File: src/rtl/mbm_antilog_pipe.sv
// Mitchell antilog stage: adds two log-domain operands and reinserts the leading one to form
// the approximate 2N-bit product. Two registered stages with valid/ready on both sides.
// Optional error compensation in stage 1 is enabled by defining MBM_ERR_COMP_EN.
module mbm_antilog_pipe #(
  parameter int unsigned N = 8,
  parameter int unsigned L = 3
) (
  input  logic             clk,
  input  logic             rst,
  input  logic             in_valid,
  output logic             in_ready,
  input  logic [L-1:0]     k_a,
  input  logic [N-2:0]     x_a,
  input  logic             zero_a,
  input  logic [L-1:0]     k_b,
  input  logic [N-2:0]     x_b,
  input  logic             zero_b,
  output logic             out_valid,
  input  logic             out_ready,
  output logic [2*N-1:0]   out_product
);

  localparam int unsigned PW    = 2 * N;
  localparam int unsigned WideW = 3 * N - 1;

  if (2 ** L != N) begin : gen_param_check
    $error("mbm_antilog_pipe: 2**L must equal N");
  end

`ifdef MBM_ERR_COMP_EN
  localparam logic [N-1:0] CompVal = (N >= 5) ? N'(1 << (N - 5)) : '0;
`endif

  logic           s1_valid_q, s1_valid_d;
  logic [L:0]     s1_exp_q, s1_exp_d;
  logic [N-1:0]   s1_mant_q, s1_mant_d;
  logic           s1_zero_q, s1_zero_d;
  logic           out_valid_q, out_valid_d;
  logic [PW-1:0]  out_product_q, out_product_d;

  logic           s2_load;
  logic           in_xfer;
  logic [N-1:0]   frac_sum;
  logic           carry;
  logic [N-2:0]   frac;
  logic [PW-1:0]  s2_prod;
`ifdef MBM_ERR_COMP_EN
  logic [N-1:0]   frac_comp;
`endif

  // Stage 1: log-domain add; the fraction carry bumps the characteristic.
  always_comb begin
    frac_sum = {1'b0, x_a} + {1'b0, x_b};
    carry    = frac_sum[N-1];
`ifdef MBM_ERR_COMP_EN
    frac_comp = {1'b0, frac_sum[N-2:0]} + CompVal;
    frac      = frac_comp[N-1] ? '1 : frac_comp[N-2:0];
`else
    frac      = frac_sum[N-2:0];
`endif
  end

  // Stage 2: antilog is the mantissa shifted by the exponent, rescaled by the fraction width.
  always_comb begin
    s2_prod = PW'((WideW'(s1_mant_q) << s1_exp_q) >> (N - 1));
    if (s1_zero_q) begin
      s2_prod = '0;
    end
  end

  always_comb begin
    s2_load  = !out_valid_q || out_ready;
    in_ready = !s1_valid_q || s2_load;
    in_xfer  = in_valid && in_ready;

    s1_valid_d    = s1_valid_q;
    s1_exp_d      = s1_exp_q;
    s1_mant_d     = s1_mant_q;
    s1_zero_d     = s1_zero_q;
    out_valid_d   = out_valid_q;
    out_product_d = out_product_q;

    if (in_ready) begin
      s1_valid_d = in_valid;
    end
    if (in_xfer) begin
      s1_exp_d  = {1'b0, k_a} + {1'b0, k_b} + {{L{1'b0}}, carry};
      s1_mant_d = {1'b1, frac};
      s1_zero_d = zero_a | zero_b;
    end

    // A bubble clears valid but leaves the last product visible.
    if (s2_load) begin
      out_valid_d = s1_valid_q;
      if (s1_valid_q) begin
        out_product_d = s2_prod;
      end
    end
  end

  always_ff @(posedge clk or posedge rst) begin
    if (rst) begin
      s1_valid_q    <= 1'b0;
      s1_exp_q      <= '0;
      s1_mant_q     <= '0;
      s1_zero_q     <= 1'b0;
      out_valid_q   <= 1'b0;
      out_product_q <= '0;
    end else begin
      s1_valid_q    <= s1_valid_d;
      s1_exp_q      <= s1_exp_d;
      s1_mant_q     <= s1_mant_d;
      s1_zero_q     <= s1_zero_d;
      out_valid_q   <= out_valid_d;
      out_product_q <= out_product_d;
    end
  end

  assign out_valid   = out_valid_q;
  assign out_product = out_product_q;

endmodule

File: config.mk
export PLATFORM = sky130hd
export DESIGN_NAME = mbm_antilog_pipe
export DESIGN_NICKNAME = d
export VERILOG_FILES = /design/src/rtl/mbm_antilog_pipe.sv
export SDC_FILE = /design/constraint.sdc
export NUM_CORES = 1
export LEC_CHECK = 0
export BUFFER_PORTS_ARGS = -buffer_cell sky130_fd_sc_hd__buf_2
export CELL_PAD_IN_SITES_DETAIL_PLACEMENT = 1
export CELL_PAD_IN_SITES_GLOBAL_PLACEMENT = 1
export CORE_MARGIN = 2
export CORE_UTILIZATION = 38
export DETAILED_ROUTE_END_ITERATION = 16
export GPL_TIMING_DRIVEN = 0
export PLACE_DENSITY = 0.78
export SYNTH_ARGS = -nofsm -noshare
export SYNTH_HDL_FRONTEND = slang
export SYNTH_SLANG_ARGS = --single-unit
File: constraint.sdc
create_clock -name clk -period 1.5 [get_ports clk]
set_input_delay 0.075 -clock clk [delete_from_list [all_inputs] [get_ports clk]]
set_output_delay 0.075 -clock clk [all_outputs]
set_load 0.05 [all_outputs]
=== Word level (Yosys, flattened, before mapping) ===
Cells that the tools add are included.

* Register bits: 31
* Output and inout port bits: 18

* Shift-type cells: 1
* Reductions and logical operators: 6
* $add $sub $neg: 3
* Mux-type cells: 1
* Bitwise operators: 1

{| class="wikitable"
|+ Operators by type and width
! operator !! count
|-
| 8-bit by 4-bit left shift with 23-bit output || 1
|-
| 16-bit 2-to-1 mux || 1
|-
| 7-bit by 7-bit adder with 8-bit output || 1
|-
| 3-bit by 3-bit adder with 4-bit output || 1
|-
| 4-bit by 1-bit adder with 4-bit output || 1
|-
| 1-bit logical NOT || 2
|-
| 1-bit logical OR || 2
|-
| 2-bit AND reduction || 1
|-
| 1-bit logical AND || 1
|-
| 1-bit OR || 1
|}

=== Longest topological paths before layout ===
* Word-level depth: 4
* Gate-level depth with buffers: 9

=== Worst setup path before layout ===
No wires, ideal clock.

* Path kind: in2reg
* From: input x_a[1]
* To: register s1_exp_q[1]
* Data arrival time: 2.253 ns
* Slack: -0.881 ns
* Required time: 1.372 ns
* Setup time: 0.128 ns
* Cell stages on the path: 8
* Path buffers: 0
* Cell sequence: ha_1 > a211oi_1 > o21bai_1 > a2111oi_0 > nor3_1 > fa_1 > fa_1 > mux2_1

* Longest elaborated chain between the ends: 2

{| class="wikitable"
|+ Ends and longest elaborated chain
! element !! line !! source
|-
| start, declared || 13 || <nowiki>input logic [N-2:0] x_a,</nowiki>
|-
| 7-bit by 7-bit adder with 8-bit output || 53 || <nowiki>frac_sum = {1'b0, x_a} + {1'b0, x_b};</nowiki>
|-
| 4-bit by 1-bit adder with 4-bit output || 87 || <nowiki>s1_exp_d = {1'b0, k_a} + {1'b0, k_b} + {{L{1'b0}}, carry};</nowiki>
|-
| end signal, assigned || 111 || <nowiki>s1_exp_q <= s1_exp_d;</nowiki>
|-
| end, declared || 35 || <nowiki>logic [L:0] s1_exp_q, s1_exp_d;</nowiki>
|}

No other way between the ends.
A chain may end at the register's enable or synchronous reset.

=== Worst setup path in the final report ===
Same ends and word-level chain as after synthesis.

==> results_dict.tcl <==
set metrics [dict create \
    fin_crit_sh_pct 138 \
    end_kind "register" \
    synth_ff_type "dfrtp_1" \
    setup_viol 13 \
    die_h_um 76.6 \
    hold_ws_ns 0.0471 \
    outcome "finished, violations left" \
    vias_per_cell 5.41 \
    slowest_stage "fa_2" \
    drive_above_1_share_pct 43.0 \
    worstPathArrival_ns 2.25 \
    max_cap_violations 0 \
    reg2reg_depth 5 \
    total_power_mw 3.79 \
    postSynthCellCount 191 \
    netlist.area_leader.share_pct 38.8 \
    htree_num_levels 2 \
    drt_iter0_drc 98 \
    ys_types 52 \
    clk_pin_slew_ns 0.06 \
    synth_edf_count 0 \
    num_rows 26 \
    grt_antenna_before_repair 0 \
    core_um2 5110 \
    crit_fanout 2 \
    ant_nets 0 \
    netlist_area_um2 2000 \
    yosysWarnings 0 \
    whs_path_depth 3 \
    path_class "input pin to register" \
    drt-total-wl_um 5160 \
    dieArea_um2 5860 \
    clk_latency_ns 0.29 \
    drc_errors 0 \
    finalHoldViolCount 0 \
    root_buffer "clkbuf_8" \
    synth.avg_cell_area_um2 10.5 \
    io_buffers 42 \
    crit_buf_inv 1 \
    start_util_pct 39.2 \
    yosysTopAreaCell "dfrtp_1" \
    ys_ff_latch 31 \
    cts_buffers 5 \
    seq_area_frac_synth_pct 38.8 \
    layout_setup_ws_ns -0.576 \
    syn2layout_area_growth_pct 33.9 \
    overflow 0 \
    grt_first_pass_wirelength_um 8490 \
    tightest_slew_ns 1.14 \
    rsz0062_at_grt "true" \
    cp_num_cells 9 \
    switching_share_pct 41.3 \
    cp-startpoint "x_a[1]" \
    vdd_drop_max_v 0.000505 \
    worstReg2RegStart "s1_exp_q[1]" \
    num_io_pins 44 \
    async_flop_share_pct 100 \
    hold_path.class "input pin to register" \
    cp.required_ns 1.67 \
    p_per_area_nw_per_um2 1420 \
    tritoncts "done" \
    globalplace.congestion 0.872 \
    fin_skew_ns 0.00346 \
    hold_path.startpoint "zero_a" \
    violations "setup timing" \
    grt_max_degree 32 \
    final_nets 286 \
    fmax_mhz 482 \
    first_pass_iters 4 \
    crit_path_cell_trace "buf_8, ha_4, a211oi_2, o21bai_2, a2111oi_4, nor3_2, fa_2, fa_2, mux2_4" \
    slowest_delay_ns 0.41 \
    slew_headroom_pct 23.7 \
    post-dp-hpwl_um 3710 \
    dieWidth_um 76.6 \
    final-max-slew-violation-count 0 \
    period_needed_ns 2.08 \
    p_int_mw 2.23 \
    cts.sinks 31 \
    cp_common_cell "fa_2" \
    cts.path.max_buffers 2 \
    seqPwrFrac_pct 30.9 \
    wl_per_cell_um 16.2 \
    syn_nets 229 \
    ys_top_cells_by_area "dfrtp_1 (39%), ha_1 (5.6%), nand2_1 (4.9%)" \
    vias 1725 \
    first_global_vias 1741 \
    p_sw_mw 1.57 \
    grt_util_all_layers_pct 18.3 \
    n_antenna_cell 0 \
    p_leak_nw 1.21 \
    power_frac_comb_pct 50.0 \
    p_clk_share_pct 19.1 \
    critPathLaunchType "input pin" \
    critPathTopFamily "adder cells" \
]
## kinds of logic after synthesis
kind of cell / Yosys count / synth area share (%)
and+or+nand+nor: 63 / 17.9
xor gates and xnor gates: 4 / 1.75
muxes: 22 / 13.6
AOI/OAI and AO/OA: 45 / 15.6
buffers and inverters: 14 / 3.69
adders and majority gates: 12 / 8.63
DFF: 31 / 38.8
## layer usage
metal / up-vias / global-route usage, % / routed length, um
li1: 830 / - / -
met1: 839 / 22.0 / 2240
met2: 46 / 31.8 / 2620
met3: 10 / 4.74 / 207
met4: 0 / 6.18 / 95
met5: - / 0 / 0
## stage by stage
step | util, % | instances | instance area (um2) | TNS [ns] | worst slack (ns)
after floorplan | - | 191 | 2060 | -2.36 | -0.701
after global placement | 46.1 | 303 | 2360 | -3.81 | -1.00
after detailed placement | 46.1 | 303 | 2360 | -4.11 | -1.04
after CTS | 49.9 | 313 | 2550 | -1.95 | -0.550
after global routing | 52.4 | 319 | 2680 | -3.84 | -0.653
final | 52.4 | 319 | 2680 | -2.14 | -0.576
## flip-flops by register name, summed over array words and instances (netlist names)
register	cells
out_product	16
s1_exp_q	4
s1_zero_q	1
s1_mant_q	8
out_valid	1
s1_valid_q	1
## synthesized netlist by cell type, types with 2 or more instances
| cell | count |
|---|---|
| fa_1 | 3 |
| nand4_1 | 3 |
| nor3_1 | 6 |
| ha_1 | 9 |
| a211oi_1 | 3 |
| nor2_1 | 4 |
| a21oi_1 | 4 |
| nand4b_1 | 7 |
| nand2b_1 | 4 |
| dfrtp_1 | 31 |
| xnor2_1 | 2 |
| or4b_1 | 2 |
| o21bai_1 | 2 |
| o21ai_1 | 11 |
| or3_1 | 2 |
| a32o_1 | 2 |
| nand2_1 | 26 |
| o21ai_0 | 4 |
| mux2i_1 | 8 |
| buf_2 | 5 |
| o221ai_1 | 4 |
| mux2_1 | 6 |
| nand3b_1 | 2 |
| clkbuf_1 | 2 |
| mux2_2 | 3 |
| a21o_1 | 3 |
| inv_1 | 2 |
| xor2_1 | 2 |
| buf_4 | 2 |
| mux2_4 | 3 |
| o211ai_1 | 3 |
## power groups by stage
| stage | logic [mW] | clock network (mW) | registers, mW |
|---|---|---|---|
| final | 1.90 | 0.723 | 1.17 |
| after global routing | 2.04 | 0.780 | 1.20 |
| after global placement | 1.63 | 0 | 1.16 |
| after CTS | 1.72 | 0.739 | 1.16 |
| after floorplan | 0.932 | 0 | 1.49 |
| after detailed placement | 1.65 | 0 | 1.17 |
## final timing paths
kind / slack [ns] / endpoint
min in group asynchronous: 0.08 / s1_mant_q[1]
max reg2reg: -0.08 / out_product[1]
min reg2reg: 0.48 / out_product[12]
min: 0.05 / s1_zero_q
max: -0.58 / s1_exp_q[1]
max in group asynchronous: 0.65 / out_valid
## timing repair
| action | 4_1_cts | 5_1_grt |
|---|---|---|
| endpoints found under the hold margin | 0 | 0 |
| hold buffers | 0 | 0 |
| gates cloned | 0 | 1 |
| buffers inserted | 2 | 5 |
| resized for setup | 15 | 23 |
| pin swaps | 4 | 11 |
| endpoints found under the setup margin | 14 | 24 |
## final cells by class
type | count | area, um2
Fill cell | 589 | 2430
Multi-Input combinational cell | 146 | 1340
Sequential cell | 31 | 777
Timing Repair Buffer | 50 | 294
Clock buffer | 8 | 100
Tap cell | 70 | 87.6
Buffer | 11 | 68.8
Inverter | 3 | 11.3
## worst min-delay path: stages
cell	delay [ns]
buf_2	0.08
nor2_1	0.04
o21ai_1	0.10
## placed cells by master (no fill, tap or decap), drive strengths merged, types with 2 or more instances in the layout
| master | instances |
|---|---|
| buf | 59 |
| dfrtp | 31 |
| nand2 | 26 |
| o21ai | 15 |
| mux2 | 12 |
| clkbuf | 10 |
| ha | 9 |
| mux2i | 9 |
| nand4b | 7 |
| nor3 | 6 |
| a21oi | 4 |
| nor2 | 4 |
| o221ai | 4 |
| o211ai | 4 |
| nand2b | 4 |
| a21o | 3 |
| nand4 | 3 |
| nand3b | 3 |
| inv | 3 |
| a211oi | 3 |
| fa | 3 |
| a32o | 2 |
| xor2 | 2 |
| or4b | 2 |
| or3 | 2 |
| xnor2 | 2 |
| o21bai | 2 |
| nand3 | 2 |
Power figures use the tool's default switching activity.
